===== src/rtl/writeback_unit.sv =====
// GPR write-port initiator: ALU/load arbitration, load FIFO, pending-register scoreboard.
// Define WB_PERF_CNT_EN to add the stall and load-wait performance counters.

// Load-result buffer: 0-cycle head visibility, push refused while full (ready = !full).
module wb_fifo #(
   parameter int WIDTH = 37,
   parameter int DEPTH = 4
) (
   input  logic             clk,
   input  logic             rst,
   input  logic             push,
   input  logic [WIDTH-1:0] push_data,
   input  logic             pop,
   output logic [WIDTH-1:0] head,
   output logic             full,
   output logic             empty
);
   localparam int AW = $clog2(DEPTH);

   logic [WIDTH-1:0] mem [DEPTH];
   logic [AW:0]      wptr;
   logic [AW:0]      rptr;

   // Extra pointer bit distinguishes full from empty when the indices match.
   assign empty = (wptr == rptr);
   assign full  = (wptr[AW] != rptr[AW]) && (wptr[AW-1:0] == rptr[AW-1:0]);
   assign head  = mem[rptr[AW-1:0]];

   always_ff @(posedge clk) begin
      if (rst) begin
         wptr <= '0;
         rptr <= '0;
      end else begin
         if (push) begin
            mem[wptr[AW-1:0]] <= push_data;
            wptr <= wptr + 1'b1;
         end
         if (pop) begin
            rptr <= rptr + 1'b1;
         end
      end
   end
endmodule

// ALU beats loads every cycle; selected result reaches the register file one cycle later.
module writeback_unit #(
   parameter int MEM_FIFO_DEPTH = 4
) (
   input  logic        clk,
   input  logic        rst,
   input  logic        iss_valid,
   input  logic [4:0]  iss_rs,
   input  logic [4:0]  iss_rt,
   input  logic [4:0]  iss_rd,
   output logic        iss_stall,
   input  logic        alu_valid,
   input  logic [4:0]  alu_rd,
   input  logic [31:0] alu_data,
   input  logic        mem_valid,
   output logic        mem_ready,
   input  logic [4:0]  mem_rd,
   input  logic [31:0] mem_data,
   output logic        rf_we,
   output logic [4:0]  rf_waddr,
   output logic [31:0] rf_wdata
`ifdef WB_PERF_CNT_EN
   ,
   output logic [31:0] perf_stall_cnt,
   output logic [31:0] perf_memwait_cnt
`endif
);
   logic [31:0] pending;
   logic [31:0] pending_nxt;
   logic        fifo_push;
   logic        fifo_pop;
   logic        fifo_full;
   logic        fifo_empty;
   logic [36:0] fifo_head;
   logic        sel_valid;
   logic [4:0]  sel_rd;
   logic [31:0] sel_data;

   assign iss_stall = iss_valid && (pending[iss_rs] || pending[iss_rt] ||
                                    (iss_rd != 5'd0 && pending[iss_rd]));

   assign mem_ready = !fifo_full;
   assign fifo_push = mem_valid && !fifo_full;
   assign fifo_pop  = !alu_valid && !fifo_empty;

   wb_fifo #(.WIDTH(37), .DEPTH(MEM_FIFO_DEPTH)) u_load_fifo (
      .clk       (clk),
      .rst       (rst),
      .push      (fifo_push),
      .push_data ({mem_rd, mem_data}),
      .pop       (fifo_pop),
      .head      (fifo_head),
      .full      (fifo_full),
      .empty     (fifo_empty)
   );

   always_comb begin
      sel_valid = 1'b0;
      sel_rd    = 5'd0;
      sel_data  = 32'd0;
      if (alu_valid) begin
         sel_valid = 1'b1;
         sel_rd    = alu_rd;
         sel_data  = alu_data;
      end else if (!fifo_empty) begin
         sel_valid = 1'b1;
         sel_rd    = fifo_head[36:32];
         sel_data  = fifo_head[31:0];
      end
   end

   // Set after clear so a newly issued producer keeps the bit over an older writeback.
   always_comb begin
      pending_nxt = pending;
      if (sel_valid && sel_rd != 5'd0)
         pending_nxt[sel_rd] = 1'b0;
      if (iss_valid && !iss_stall && iss_rd != 5'd0)
         pending_nxt[iss_rd] = 1'b1;
      pending_nxt[0] = 1'b0;
   end

   always_ff @(posedge clk) begin
      if (rst) begin
         pending  <= '0;
         rf_we    <= 1'b0;
         rf_waddr <= 5'd0;
         rf_wdata <= 32'd0;
      end else begin
         pending <= pending_nxt;
         rf_we   <= sel_valid && (sel_rd != 5'd0);
         if (sel_valid) begin
            rf_waddr <= sel_rd;
            rf_wdata <= sel_data;
         end
      end
   end

`ifdef WB_PERF_CNT_EN
   always_ff @(posedge clk) begin
      if (rst) begin
         perf_stall_cnt   <= 32'd0;
         perf_memwait_cnt <= 32'd0;
      end else begin
         if (iss_valid && iss_stall)
            perf_stall_cnt <= perf_stall_cnt + 32'd1;
         if (alu_valid && !fifo_empty)
            perf_memwait_cnt <= perf_memwait_cnt + 32'd1;
      end
   end
`else
   // No performance counters in this build.
`endif
endmodule


===== config.mk =====
export PLATFORM = sky130hd
export DESIGN_NAME = writeback_unit
export DESIGN_NICKNAME = d
export VERILOG_FILES = /design/src/rtl/writeback_unit.sv
export SDC_FILE = /design/constraint.sdc
export NUM_CORES = 1
export LEC_CHECK = 0
export ABC_AREA = 1
export ABC_CLOCK_PERIOD_IN_PS = 3960
export BUFFER_PORTS_ARGS = -buffer_cell sky130_fd_sc_hd__buf_2
export CELL_PAD_IN_SITES_DETAIL_PLACEMENT = 1
export CELL_PAD_IN_SITES_GLOBAL_PLACEMENT = 1
export CORE_ASPECT_RATIO = 0.6
export CORE_UTILIZATION = 40
export DETAILED_ROUTE_END_ITERATION = 10
export GPL_ROUTABILITY_DRIVEN = 0
export PLACE_DENSITY_LB_ADDON = 0.15
export SLEW_MARGIN = 30
export SYNTH_ARGS = -nofsm -noshare
export SYNTH_HDL_FRONTEND = slang
export SYNTH_SLANG_ARGS = --single-unit

===== constraint.sdc =====
create_clock -name clk -period 3.96 [get_ports clk]
set_clock_uncertainty 0.1 [all_clocks]
set_input_delay 0.396 -clock clk [delete_from_list [all_inputs] [get_ports clk]]
set_output_delay 0.396 -clock clk [all_outputs]
set_load 0.01 [all_outputs]

==> impl_metrics.tcl <==
set metrics [dict create \
    area_growth_pct 17.8 \
    drv_slew 0 \
    die_w_um 209 \
    grt_start_max_net_pins 75 \
    dp_hpwl_mm 22.0 \
    synthCells 1156 \
    hold_violations 0 \
    rows 44 \
    synth_area_leaders "edfxtp_1 (43%), dfxtp_1 (15%), nand2_1 (10%)" \
    htree_levels 1 \
    ant_nets 0 \
    cts-root-buf "clkbuf_16" \
    cts_sinks 225 \
    peakVddDrop_mv 0.280 \
    finalPower_mw 5.81 \
    grt_pass1_vias 8539 \
    path_clk_slew_ns 0.06 \
    start_util_pct 41.5 \
    slew-limit-headroom_pct 33.3 \
    nNetsFinal 1386 \
    synth_edf_count 148 \
    fmax_ghz 0.333 \
    globalRouteTotalUtil_pct 24.4 \
    ys_types 30 \
    synth_common_cells "nand2_1 (279), edfxtp_1 (148), o21ai_0 (119), inv_1 (118), nor2_1 (100)" \
    hold-worst-slack_ns 0.0146 \
    viasPerCell 5.31 \
    path_class "reg -> out" \
    period_minus_slack_ns 3.00 \
    diodes 0 \
    synth_seq_cells 225 \
    core-area_mm2 0.0247 \
    route.detailed.drc 0 \
    hold_buffers 20 \
    cp_cell_sequence "inv_1, a21oi_1, o21ai_0, nand3_1, nand3_1, nand3b_1, nand2_1, nand2_1, nand2_1, inv_1, buf_2" \
    fin_tns_setup_ns 0 \
    grt_pass1_wl_mm 49.5 \
    slowest_delay_ns 0.50 \
    p_leak_nw 4.91 \
    dieArea_mm2 0.0263 \
    whs_path_depth 1 \
    cts-resized-gates 0 \
    cts_tree "built" \
    rsz0062_at_grt "false" \
    post-route-period-util_pct 75.7 \
    final_cells 1625 \
    synth_area_per_cell_um2 8.86 \
    yosysTopAreaCell "edfxtp_1" \
    worstPathRequired_ns 3.46 \
    cts_setup_buffers 0 \
    chipHeight_um 126 \
    maxCapViolCount 0 \
    utilization_pct 48.9 \
    crit_fanout 16 \
    first_pass_iters 5 \
    crit_slowest_cell "dfxtp_1" \
    setup_viol 0 \
    clk_path_buf_depth 3 \
    worst_pin_slew_ns 1.00 \
    cts_buffers 22 \
    ys_seq_area_share_pct 58.4 \
    clkLatencyLatePin_ns 0.52 \
    yosysMostFrequentCell "nand2_1" \
    routedWlPerCell_um 19.6 \
    io_buffers 133 \
    overflow 0 \
    cp.arrival_ns 2.50 \
    drive_above_1_share_pct 16.3 \
    hp-class "in -> reg" \
    first_iter_violations 730 \
    crit_path_end_kind "output port" \
    power_density_mw_per_mm2 482 \
    io_pins 134 \
    syn_area_mm2 0.0102 \
    start_kind "flop" \
    antenna_found_initial 1 \
    dp_cells 1564 \
    yosysWarnings 0 \
    drt-total-wl_mm 31.9 \
    synth_top_cell_area_share_pct 43.4 \
    r2r_cells 12 \
    vias 8632 \
    async_flop_share_pct 0 \
    crit_top_cell "nand2_1" \
    syn-num-nets 1255 \
    fillCellCount 2951 \
    synthFlopType "edfxtp_1" \
    status "completed" \
]
flip-flops by register name (all words and copies together), names as in the netlist, named ones only:
| signal | cells |
|---|---|
| u_load_fifo.mem | 148 |
| rf_wdata | 32 |
| pending | 31 |
| rf_waddr | 5 |
| u_load_fifo.rptr | 3 |
| u_load_fifo.wptr | 3 |
| rf_we | 1 |
worst max-delay path: cells and delay by family (launching register included):
family / cells / cell delay [ns]
and+or+nand+nor: 6 / 0.95
buffers and inverters: 3 / 0.29
DFF: 1 / 0.50
AOI/OAI and AO/OA: 2 / 0.23
area by class of cell:
| class | instances | area [µm²] | area share, % |
|---|---|---|---|
| Sequential cell | 225 | 5990 | 49.6 |
| Multi-Input combinational cell | 740 | 3510 | 29.1 |
| Timing Repair Buffer | 170 | 996 | 8.25 |
| Clock buffer | 29 | 577 | 4.78 |
| Inverter | 128 | 480 | 3.98 |
| Tap cell | 322 | 403 | 3.34 |
| Clock inverter | 11 | 119 | 0.985 |
per-stage QoR:
| step | setup slack [ns] | area (µm²) |
|---|---|---|
| after floorplan | 0.897 | 10200 |
| after global placement | 1.28 | 11200 |
| after detailed placement | 1.28 | 11200 |
| after CTS | 1.00 | 12100 |
| after global routing | 0.791 | 12100 |
| final | 0.960 | 12100 |
power by group:
| part | total [mW] | leakage [nW] | switching, mW | internal [mW] |
|---|---|---|---|---|
| combinational | 1.09 | 2.61 | 0.762 | 0.330 |
| sequential | 2.67 | 1.98 | 0.0517 | 2.62 |
| clock | 2.05 | 0.330 | 0.891 | 1.16 |
| total | 5.81 | 4.91 | 1.70 | 4.11 |
final timing paths:
| check | slack (ns) | start | end |
|---|---|---|---|
| hold reg to reg | 0.38 | pending[16] | pending[16] |
| hold / removal | 0.01 | mem_data[15] | u_load_fifo.mem[2][15] |
| setup / recovery | 0.96 | pending[3] | iss_stall |
| setup reg to reg | 1.26 | flop | pending[9] |
kinds of logic (layout without fill, tap and decap cells):
| kind of cell | Yosys count | after routing | synth area share [%] |
|---|---|---|---|
| buffers and inverters | 191 | 338 | 7.68 |
| XOR/XNOR | 3 | 3 | 0.256 |
| adder cells (fa/ha/maj) | 5 | 5 | 0.611 |
| AO/OA/AOI/OAI | 239 | 239 | 12.8 |
| flip-flops | 225 | 225 | 58.4 |
| AND/OR/NAND/NOR | 493 | 493 | 20.2 |
cell usage in the layout, fill, tap and decap left out, types with 31 or more instances in the layout:
cell,Yosys,routed
nand2_1,279,279
edfxtp_1,148,148
buf_2,23,133
o21ai_0,119,119
inv_1,118,117
nor2_1,100,95
dfxtp_1,77,76
a21oi_1,70,70
nand3_1,57,57
nand4_1,31,31
per-layer routing:
metal / GRT usage (%) / wire length [µm] / vias to the layer above
li1: - / - / 4160
met1: 37.3 / 16100 / 4182
met2: 35.5 / 13000 / 256
met3: 5.86 / 2430 / 32
met4: 3.50 / 309 / 2
met5: 0 / 13 / -
Note: power is estimated with default switching activity, not from simulation.
